<file path="config.mk">
export PLATFORM = sky130hd
export DESIGN_NAME = rns_alu_seq
export DESIGN_NICKNAME = d
export VERILOG_FILES = /design/src/rtl/rns_alu_seq.sv
export SDC_FILE = /design/constraint.sdc
export NUM_CORES = 1
export LEC_CHECK = 0
export BUFFER_PORTS_ARGS = -buffer_cell sky130_fd_sc_hd__buf_2
export CORE_MARGIN = 1
export CORE_UTILIZATION = 55
export CTS_CLUSTER_DIAMETER = 100
export CTS_CLUSTER_SIZE = 10
export DETAILED_ROUTE_END_ITERATION = 16
export HOLD_SLACK_MARGIN = 0.15
export PLACE_DENSITY = 0.77
export SYNTH_ARGS = -nofsm -noshare
export SYNTH_HDL_FRONTEND = slang
export SYNTH_SLANG_ARGS = --single-unit
</file>
<file path="constraint.sdc">
create_clock -name clk -period 6.8 [get_ports clk]
set_input_delay 0.68 -clock clk [delete_from_list [all_inputs] [get_ports clk]]
set_output_delay 0.68 -clock clk [all_outputs]
set_load 0.02 [all_outputs]
</file>
<file path="src/rtl/rns_alu_seq.sv">
// Sequential three-channel RNS ALU: binary operands are encoded to residues bit-serially,
// combined per channel (add/sub/mul/mac), then decoded back to binary by incremental CRT search.
module rns_alu_seq #(
  parameter int DATA_W = 8,
  parameter int MOD_W  = 4,
  localparam int RES_W = 3*MOD_W + 1
) (
  input  logic              clk,
  input  logic              rst,
  input  logic              in_valid,
  output logic              in_ready,
  input  logic [DATA_W-1:0] a,
  input  logic [DATA_W-1:0] b,
  input  logic [MOD_W-1:0]  moduli_1,
  input  logic [MOD_W-1:0]  moduli_2,
  input  logic [MOD_W-1:0]  moduli_3,
  input  logic [1:0]        operation,
  input  logic              acc_clr,
  output logic              out_valid,
  input  logic              out_ready,
  output logic [RES_W-1:0]  result,
  output logic              err
);
  localparam int X_W = 3*MOD_W;
  localparam int SW  = $clog2(DATA_W + MOD_W + 1);
  localparam logic [1:0] OP_ADD = 2'd0, OP_SUB = 2'd1, OP_MUL = 2'd2, OP_MAC = 2'd3;

  typedef enum logic [2:0] {IDLE, ENCODE, COMPUTE, DECODE, DONE} state_t;
  state_t state_reg, state_next;

  logic [MOD_W-1:0]  mod_in [3];
  logic [MOD_W-1:0]  mod_reg [3];
  logic [MOD_W-1:0]  ra_reg [3], rb_reg [3], sh_reg [3], prod_reg [3];
  logic [MOD_W-1:0]  tgt_reg [3], c_reg [3], acc_reg [3];
  logic [MOD_W-1:0]  ra_next [3], rb_next [3], prod_next [3], tgt_next [3];
  logic [MOD_W-1:0]  acc_next [3], c_next [3];
  logic [2:0]        hit, bad_in;
  logic [DATA_W-1:0] a_mag, b_mag, a_sh_reg, b_sh_reg;
  logic [1:0]        op_reg;
  logic              clr_reg, sign_reg, bad_reg, is_mul_in, match, enc_last, cmp_last;
  logic [SW-1:0]     step_reg;
  logic [X_W-1:0]    x_reg;

  // Single conditional subtract: valid whenever v < 2*m.
  function automatic logic [MOD_W-1:0] fold(input logic [MOD_W:0] v, input logic [MOD_W-1:0] m);
    if (v >= {1'b0, m}) return MOD_W'(v - {1'b0, m});
    return v[MOD_W-1:0];
  endfunction

  assign mod_in[0] = moduli_1;
  assign mod_in[1] = moduli_2;
  assign mod_in[2] = moduli_3;

  assign is_mul_in = (operation == OP_MUL);
  assign a_mag = (is_mul_in && a[DATA_W-1]) ? (~a + DATA_W'(1)) : a;
  assign b_mag = (is_mul_in && b[DATA_W-1]) ? (~b + DATA_W'(1)) : b;

  assign enc_last = (step_reg == SW'(DATA_W-1));
  assign cmp_last = (step_reg == SW'(MOD_W-1));
  assign match    = &hit;

  for (genvar gi = 0; gi < 3; gi++) begin : g_ch
    logic [MOD_W-1:0] dbl, mac_base, add_r, sub_r;
    assign bad_in[gi]  = (mod_in[gi] < MOD_W'(2));
    assign ra_next[gi] = fold({ra_reg[gi], a_sh_reg[DATA_W-1]}, mod_reg[gi]);
    assign rb_next[gi] = fold({rb_reg[gi], b_sh_reg[DATA_W-1]}, mod_reg[gi]);
    // Horner step over rb, MSB first: p = 2p + bit*ra (mod m)
    assign dbl           = fold({prod_reg[gi], 1'b0}, mod_reg[gi]);
    assign prod_next[gi] = fold({1'b0, dbl} + (sh_reg[gi][MOD_W-1] ? {1'b0, ra_reg[gi]} : '0),
                                mod_reg[gi]);
    assign mac_base     = clr_reg ? '0 : acc_reg[gi];
    assign acc_next[gi] = fold({1'b0, mac_base} + {1'b0, prod_next[gi]}, mod_reg[gi]);
    assign add_r = fold({1'b0, ra_reg[gi]} + {1'b0, rb_reg[gi]}, mod_reg[gi]);
    assign sub_r = fold({1'b0, ra_reg[gi]} + {1'b0, mod_reg[gi]} - {1'b0, rb_reg[gi]}, mod_reg[gi]);
    assign tgt_next[gi] = (op_reg == OP_ADD) ? add_r :
                          (op_reg == OP_SUB) ? sub_r :
                          (op_reg == OP_MUL) ? prod_next[gi] : acc_next[gi];
    assign c_next[gi] = (c_reg[gi] == mod_reg[gi] - MOD_W'(1)) ? '0 : c_reg[gi] + MOD_W'(1);
    assign hit[gi]    = (c_reg[gi] == tgt_reg[gi]);
  end

  always_ff @(posedge clk) begin
    if (rst) state_reg <= IDLE;
    else     state_reg <= state_next;
  end

  always_comb begin
    state_next = state_reg;
    case (state_reg)
      IDLE:    if (in_valid) state_next = ENCODE;
      ENCODE:  if (bad_reg) state_next = DONE;
               else if (enc_last) state_next = COMPUTE;
      COMPUTE: if (cmp_last) state_next = DECODE;
      DECODE:  if (match) state_next = DONE;
      DONE:    if (out_ready) state_next = IDLE;
      default: state_next = IDLE;
    endcase
  end

  always_comb begin
    in_ready  = (state_reg == IDLE);
    out_valid = (state_reg == DONE);
  end

  always_ff @(posedge clk) begin
    if (rst) begin
      result   <= '0;
      err      <= 1'b0;
      step_reg <= '0;
      x_reg    <= '0;
      for (int i = 0; i < 3; i++) acc_reg[i] <= '0;
    end else begin
      case (state_reg)
        IDLE: if (in_valid) begin
          op_reg   <= operation;
          clr_reg  <= acc_clr;
          sign_reg <= is_mul_in & (a[DATA_W-1] ^ b[DATA_W-1]);
          bad_reg  <= |bad_in;
          a_sh_reg <= a_mag;
          b_sh_reg <= b_mag;
          step_reg <= '0;
          for (int i = 0; i < 3; i++) begin
            mod_reg[i] <= mod_in[i];
            ra_reg[i]  <= '0;
            rb_reg[i]  <= '0;
          end
        end
        ENCODE: if (bad_reg) begin
          result <= '0;
          err    <= 1'b1;
        end else begin
          a_sh_reg <= a_sh_reg << 1;
          b_sh_reg <= b_sh_reg << 1;
          for (int i = 0; i < 3; i++) begin
            ra_reg[i] <= ra_next[i];
            rb_reg[i] <= rb_next[i];
          end
          if (enc_last) begin
            step_reg <= '0;
            for (int i = 0; i < 3; i++) begin
              sh_reg[i]   <= rb_next[i];
              prod_reg[i] <= '0;
            end
          end else begin
            step_reg <= step_reg + SW'(1);
          end
        end
        COMPUTE: begin
          for (int i = 0; i < 3; i++) begin
            prod_reg[i] <= prod_next[i];
            sh_reg[i]   <= sh_reg[i] << 1;
          end
          if (cmp_last) begin
            step_reg <= '0;
            x_reg    <= '0;
            for (int i = 0; i < 3; i++) begin
              tgt_reg[i] <= tgt_next[i];
              c_reg[i]   <= '0;
              if (op_reg == OP_MAC) acc_reg[i] <= acc_next[i];
            end
          end else begin
            step_reg <= step_reg + SW'(1);
          end
        end
        DECODE: if (match) begin
          err    <= 1'b0;
          result <= (op_reg == OP_MUL && sign_reg && x_reg != '0) ?
                    RES_W'(0) - {1'b0, x_reg} : {1'b0, x_reg};
        end else begin
          x_reg <= x_reg + X_W'(1);
          for (int i = 0; i < 3; i++) c_reg[i] <= c_next[i];
        end
        default: ;
      endcase
    end
  end
endmodule

</file>
### After elaboration in Yosys (flattened, before gate mapping)

Memory sizes are Yosys's and may differ from the RTL's.
Cells that the tools add are included.

| word-level totals | value |
|---|---|
| bits in writable memories | 96 |
| memories | 8 |
| register bits after elaboration | 54 |
| output and inout bits | 16 |

| operators by class | value |
|---|---|
| eq/ne operators | 24 |
| $add $sub $neg | 47 |
| reductions and logical operators | 19 |
| $lt $le $gt $ge | 24 |
| muxes and demuxes | 160 |
| bitwise gates (word level) | 23 |

Memory list:

| memory | words | width | rd ports | clocked after memory_dff | write ports | RTL line | text |
|---|---|---|---|---|---|---|---|
| acc_reg | 3 | 4 | 3 | 0 | 3 | 34 | `logic [MOD_W-1:0] tgt_reg [3], c_reg [3], acc_reg [3];` |
| c_reg | 3 | 4 | 3 | 0 | 3 | 34 |  |
| mod_reg | 3 | 4 | 3 | 0 | 3 | 32 | `logic [MOD_W-1:0] mod_reg [3];` |
| prod_reg | 3 | 4 | 3 | 0 | 3 | 33 | `logic [MOD_W-1:0] ra_reg [3], rb_reg [3], sh_reg [3], prod_reg [3];` |
| ra_reg | 3 | 4 | 3 | 0 | 3 | 33 |  |
| rb_reg | 3 | 4 | 3 | 0 | 3 | 33 |  |
| +2 memories | -- | -- | -- | -- | -- | -- |  |

Operators with widths:

| cell | count |
|---|---|
| $mux W4 | 82 |
| $ge A5 B4 Y1 | 21 |
| $sub A4 B4 Y4 | 21 |
| $add A4 B4 Y5 | 12 |
| $mux W1 | 54 |
| $mux W8 | 6 |
| $mux W13 | 3 |
| $pmux W8 S2 | 2 |
| $pmux W13 S2 | 1 |
| $eq A4 B4 Y1 | 6 |
| $mux W12 | 2 |
| $pmux W12 S2 | 1 |
| $mux W3 | 6 |
| $or A1 B1 Y1 | 18 |
| $add A4 B1 Y4 const B | 4 |
| $add A8 B1 Y8 const B | 2 |
| $not A8 Y8 | 2 |
| $pmux W3 S5 | 1 |
| $reduce_and A3 Y1 | 5 |
| $sub A5 B4 Y5 | 3 |
| $sub A1 B12 Y13 const A | 1 |
| $add A12 B1 Y12 const B | 1 |
| $lt A4 B2 Y1 const B | 3 |
| $ne A2 B2 Y1 const B | 6 |
| other kinds (24) | 34 |

### Logic depth before layout (Yosys ltp)

| logic depth | value |
|---|---|
| depth after elaboration | 14 |
| depth in mapped cells | 29 |

### Least setup slack after synthesis

Ideal clock, no wire load.

| timing path | value |
|---|---|
| path kind | flip-flop to flip-flop |
| from | memory mod_reg[1][1] (netlist: mod_reg[0][5]) |
| to | memory tgt_reg[1][2] (netlist: tgt_reg[0][6]), data pin |
| data arrival time | 6415 ps |
| required time | 6546 ps |
| buffers on the path | 0 |
| setup time | 254 ps |
| stages on the path, launching flop included | 29 |
| path slack | 131 ps |
| period minus slack after synthesis | 6669 ps |
| cell sequence | edfxtp_1 > inv_1 > ha_1 > a21o_1 > a21oi_1 > nand2_1 > a21boi_1 > mux2_2 > ha_1 > a21o_1 > a21oi_1 > xnor2_1 > ha_1 > and4_1 > nor3_1 > nand3_1 > o21ai_0 > inv_1 > ha_1 > a21o_1 > a21oi_1 > xnor2_1 > ha_1 > a211oi_1 > nand2_1 > a21oi_1 > mux2i_1 > o21ai_0 > o21a_1 |

RTL lines:

| item | RTL line |
|---|---|
| start, declared | 32 |
| end, declared | 34 |

==> metrics <==
status=complete, no violations; Simple-Gate Fraction of Synth Area=between 10% and 20%; TritonCTS buffer count=17; DR DRC count=0; antenna violations before repair=0; min cycle time layout=~6.6 ns; proportion of power drawn by combinational gates=55.8%; Worst VDD drop=between 0.15 and 0.2 mV; fraction of layout cells with a size suffix above 1=approximately 13%; Min Hold Slack=0.422 ns; Hold Path Class=in -> reg; Layout area overhead=10.4%; crit-path max FO=4; register share of total power=around 24%; most common cell after layout, fill and taps aside=ha_1; R2R Path Start=prod_reg[0][0]; WP data arrival=~6.8 ns; final slew viol count=0; Num Clock Sinks=150; Slew HR=between 30% and 40%; hold depth=1; Startpoint Class=register; vias=roughly 10000; routed wire length=32.1 mm; Fmax=between 150 and 200 MHz; Ant. Diodes=0; top_reg_cell synth=edfxtp_1; vias in the first global route=roughly 10000; Post-Synthesis Cells=between 1000 and 1500; R2R depth=26; core box area=approximately 0.023 mm²; Pint=between 0.002 and 0.003 W; Mean Syn Cell Area=between 9 and 10 µm²; Final #Nets=1651; RSZ-0062 raised after global routing=yes; fraction of synthesized cell area in xor and xnor cells=slightly above 7%; # rows=56; hold_sp=moduli_1[0]; IO buf count=50; final hold vios=0; Clock Root Buffer=clkbuf_16; Max-cap violations=0; post-synth cell types=between 80 and 90; hold endpoint=mod_reg[0][0]; Die Ht=about 160 µm; Tcrit/Tclk final=97.4%; area of the multi-input gates=between 0.008 and 0.009 mm²; die extent in x=156 µm; Initial Util=approximately 56%; Worst Setup Slack, final=between 0.15 and 0.2 ns; leakage power=around 6.3 nW; Synth Cell Area=approximately 0.013 mm²; hpwl dp=23.6 mm; Post-Synth Adder-Cell Area=a little over a fifth; data required time of the critical path=around 7.0 ns; r2r endpoint=tgt_reg[0][2]; GPL Wtd Cong=about 0.94; num ports=51; largest family of logic cells by synthesized area=adder cells; pre-CTS setup slack=a little under 0.2 ns; sequential share of the synthesized area=31.8%; GRT Total Usage=27.4%; synth warn=0; Finished Layout Cells=~1800; worst skew pair latency=between 0.4 and 0.5 ns; Worst Setup Path Type=reg -> reg; Fillers=between 1500 and 2000; Compound-Gate Fraction of Synth Area=14.4%; Slew @ Worst Pin=~1.0 ns; router iterations before antenna repair=5; Die Area=between 0.02 and 0.025 mm²; Switch Pwr=between 0.002 and 0.0025 W; Most flops, register=result; CTS max path bufs=2; Setup crit end kind=register; leading cell types in the layout, fill and taps excluded=155 x ha_1, 143 x nor2_1, 119 x inv_1; FFs w/ async S/R, synth=0%; setup TNS=0 ns; clk slew on worst S/H paths=roughly 0.070 ns; Routed WL per cell=about 18 µm; first-pass GRT wire length=52.2 mm; H-tree depth=4; CTS tree=done; Sw Ratio=between 40% and 50%; grt ovf=0; pwr dens=approximately 330 mW/mm²; Initial DRC Count=~700; Avg Vias per Cell=approximately 6.0; pin count of the biggest net entering global routing=34; proportion of synthesized area in mux cells=approximately 4.9%; post-placement cell count=between 1500 and 2000; Largest register FFs=13; EDFF count, synth=~120; Post-DRT Antenna Nets=0; register area=roughly 0.0042 mm²; final count of negative-setup-slack endpoints=0; Syn Nets=~1600; Setup Skew=between 0.01 and 0.015 ns; setup slack, reg-to-reg=about 0.17 ns; Clock Power Share=19.9%; synthesized flop and latch total=150; hold buffer count at cts=0
-- synthesized netlist by cell type, types with 4 or more instances --
library cell | instances | area [µm²]
a211oi_1 | 14 | 105
o21ai_1 | 19 | 95.1
buf_2 | 6 | 30.0
o22ai_1 | 7 | 43.8
mux2i_1 | 31 | 310
clkbuf_1 | 16 | 60.1
o21a_1 | 9 | 67.6
nand4_1 | 4 | 25.0
and2_1 | 18 | 113
a31oi_1 | 7 | 43.8
nor3_1 | 27 | 135
and3b_1 | 5 | 43.8
a2111oi_0 | 5 | 43.8
nand2b_1 | 16 | 100
a41o_1 | 4 | 40.0
nor3b_1 | 5 | 37.5
fa_1 | 42 | 841
inv_2 | 4 | 15.0
ha_1 | 155 | 1940
or3_1 | 14 | 87.6
a211o_1 | 7 | 61.3
o211ai_1 | 4 | 30.0
nor2_1 | 144 | 541
nand2_1 | 75 | 282
a21oi_1 | 80 | 400
xor2_1 | 64 | 561
edfxtp_1 | 117 | 3510
nor2b_1 | 37 | 231
inv_1 | 119 | 447
nand3b_1 | 10 | 75.1
xnor2_1 | 44 | 385
a21boi_1 | 4 | 30.0
mux2_2 | 22 | 248
o21ai_0 | 28 | 140
a2111oi_2 | 4 | 60.1
mux2_1 | 6 | 67.6
a21o_1 | 26 | 195
nand3_1 | 30 | 150
o221ai_1 | 9 | 78.8
dfxtp_1 | 33 | 661
or2_2 | 4 | 25.0
-- through the flow --
stage,util [%],instance area (µm²),total power [W]
3_3_place_gp,59.0,13800,0.00361
3_5_place_dp,59.0,13800,0.00371
6_report,61.9,14500,0.00481
5_1_grt,61.9,14500,0.00513
2_1_floorplan,-,13100,0.00315
4_1_cts,61.5,14400,0.00470
-- worst max path at each step --
stage | slack [ns] | start | depth (start not counted) | to
2_1_floorplan | 0.13 | mod_reg[0][5] | 28 | tgt_reg[0][6]
3_3_place_gp | 0.41 | mod_reg[0][9] | 25 | tgt_reg[0][10]
3_5_place_dp | 0.20 | mod_reg[0][9] | 25 | tgt_reg[0][10]
4_1_cts | 0.10 | prod_reg[0][0] | 24 | tgt_reg[0][2]
5_1_grt | -0.13 | prod_reg[0][0] | 26 | tgt_reg[0][2]
6_report | 0.17 | prod_reg[0][0] | 26 | tgt_reg[0][2]
-- metal layers --
layer / wire length, µm / vias to the layer above / track usage [%]
met3: 1760 / 96 / 4.35
met2: 15100 / 341 / 46.0
met5: 0 / - / 0
met4: 1420 / 0 / 14.0
li1: - / 4987 / -
met1: 13800 / 5057 / 34.2
-- repair_timing --
| item | in CTS | in global routing |
|---|---|---|
| hold endpoints to repair | 0 | 0 |
| gates resized for setup | 0 | 18 |
| buffers inserted | 0 | 3 |
| setup endpoints to repair | 0 | 20 |
-- critical path: stages, from the launching register on --
cell and delay, ns:
edfxtp_1 0.45, ha_1 0.35, ha_1 0.22, o21a_1 0.19
o21ai_1 0.11, and2_1 0.20, mux2_1 0.39, ha_1 0.30
a21o_1 0.17, a21oi_1 0.16, xnor2_1 0.17, ha_1 0.33
nand4_1 0.11, o211ai_1 0.16, a21oi_2 0.22, mux2_2 0.23
inv_1 0.05, ha_1 0.23, fa_2 0.39, xor2_2 0.21
ha_1 0.37, a21o_1 0.18, a31o_2 0.25, a211oi_2 0.31
o21ba_1 0.19, mux2_2 0.26, a21o_1 0.18
-- power by group through the flow --
| stage | combinational (W) | clock (W) | sequential [W] |
|---|---|---|---|
| floorplan | 0.00199 | 0 | 0.00116 |
| global placement | 0.00242 | 0 | 0.00118 |
| detailed placement | 0.00253 | 0 | 0.00119 |
| CTS | 0.00257 | 0.000965 | 0.00116 |
| global route | 0.00296 | 0.000994 | 0.00117 |
| finish | 0.00269 | 0.000959 | 0.00116 |
-- cell families (layout without fill, tap and decap cells) --
kind of cell | after synthesis | count (layout)
XOR/XNOR | 108 | 108
AND/OR/NAND/NOR | 415 | 415
multiplexers | 60 | 60
AO/OA/AOI/OAI | 272 | 272
buffers and inverters | 152 | 230
flip-flops | 150 | 150
adder cells (fa/ha/maj) | 197 | 197
-- layout make-up --
| cell class | instances | area share, % |
|---|---|---|
| Multi-Input combinational cell | 1052 | 58.2 |
| Sequential cell | 150 | 28.8 |
| Inverter | 123 | 3.19 |
| Timing Repair Buffer | 75 | 3.02 |
| Clock buffer | 17 | 2.94 |
| Tap cell | 319 | 2.76 |
| Clock inverter | 15 | 1.05 |
Power figures use the tool's default switching activity.
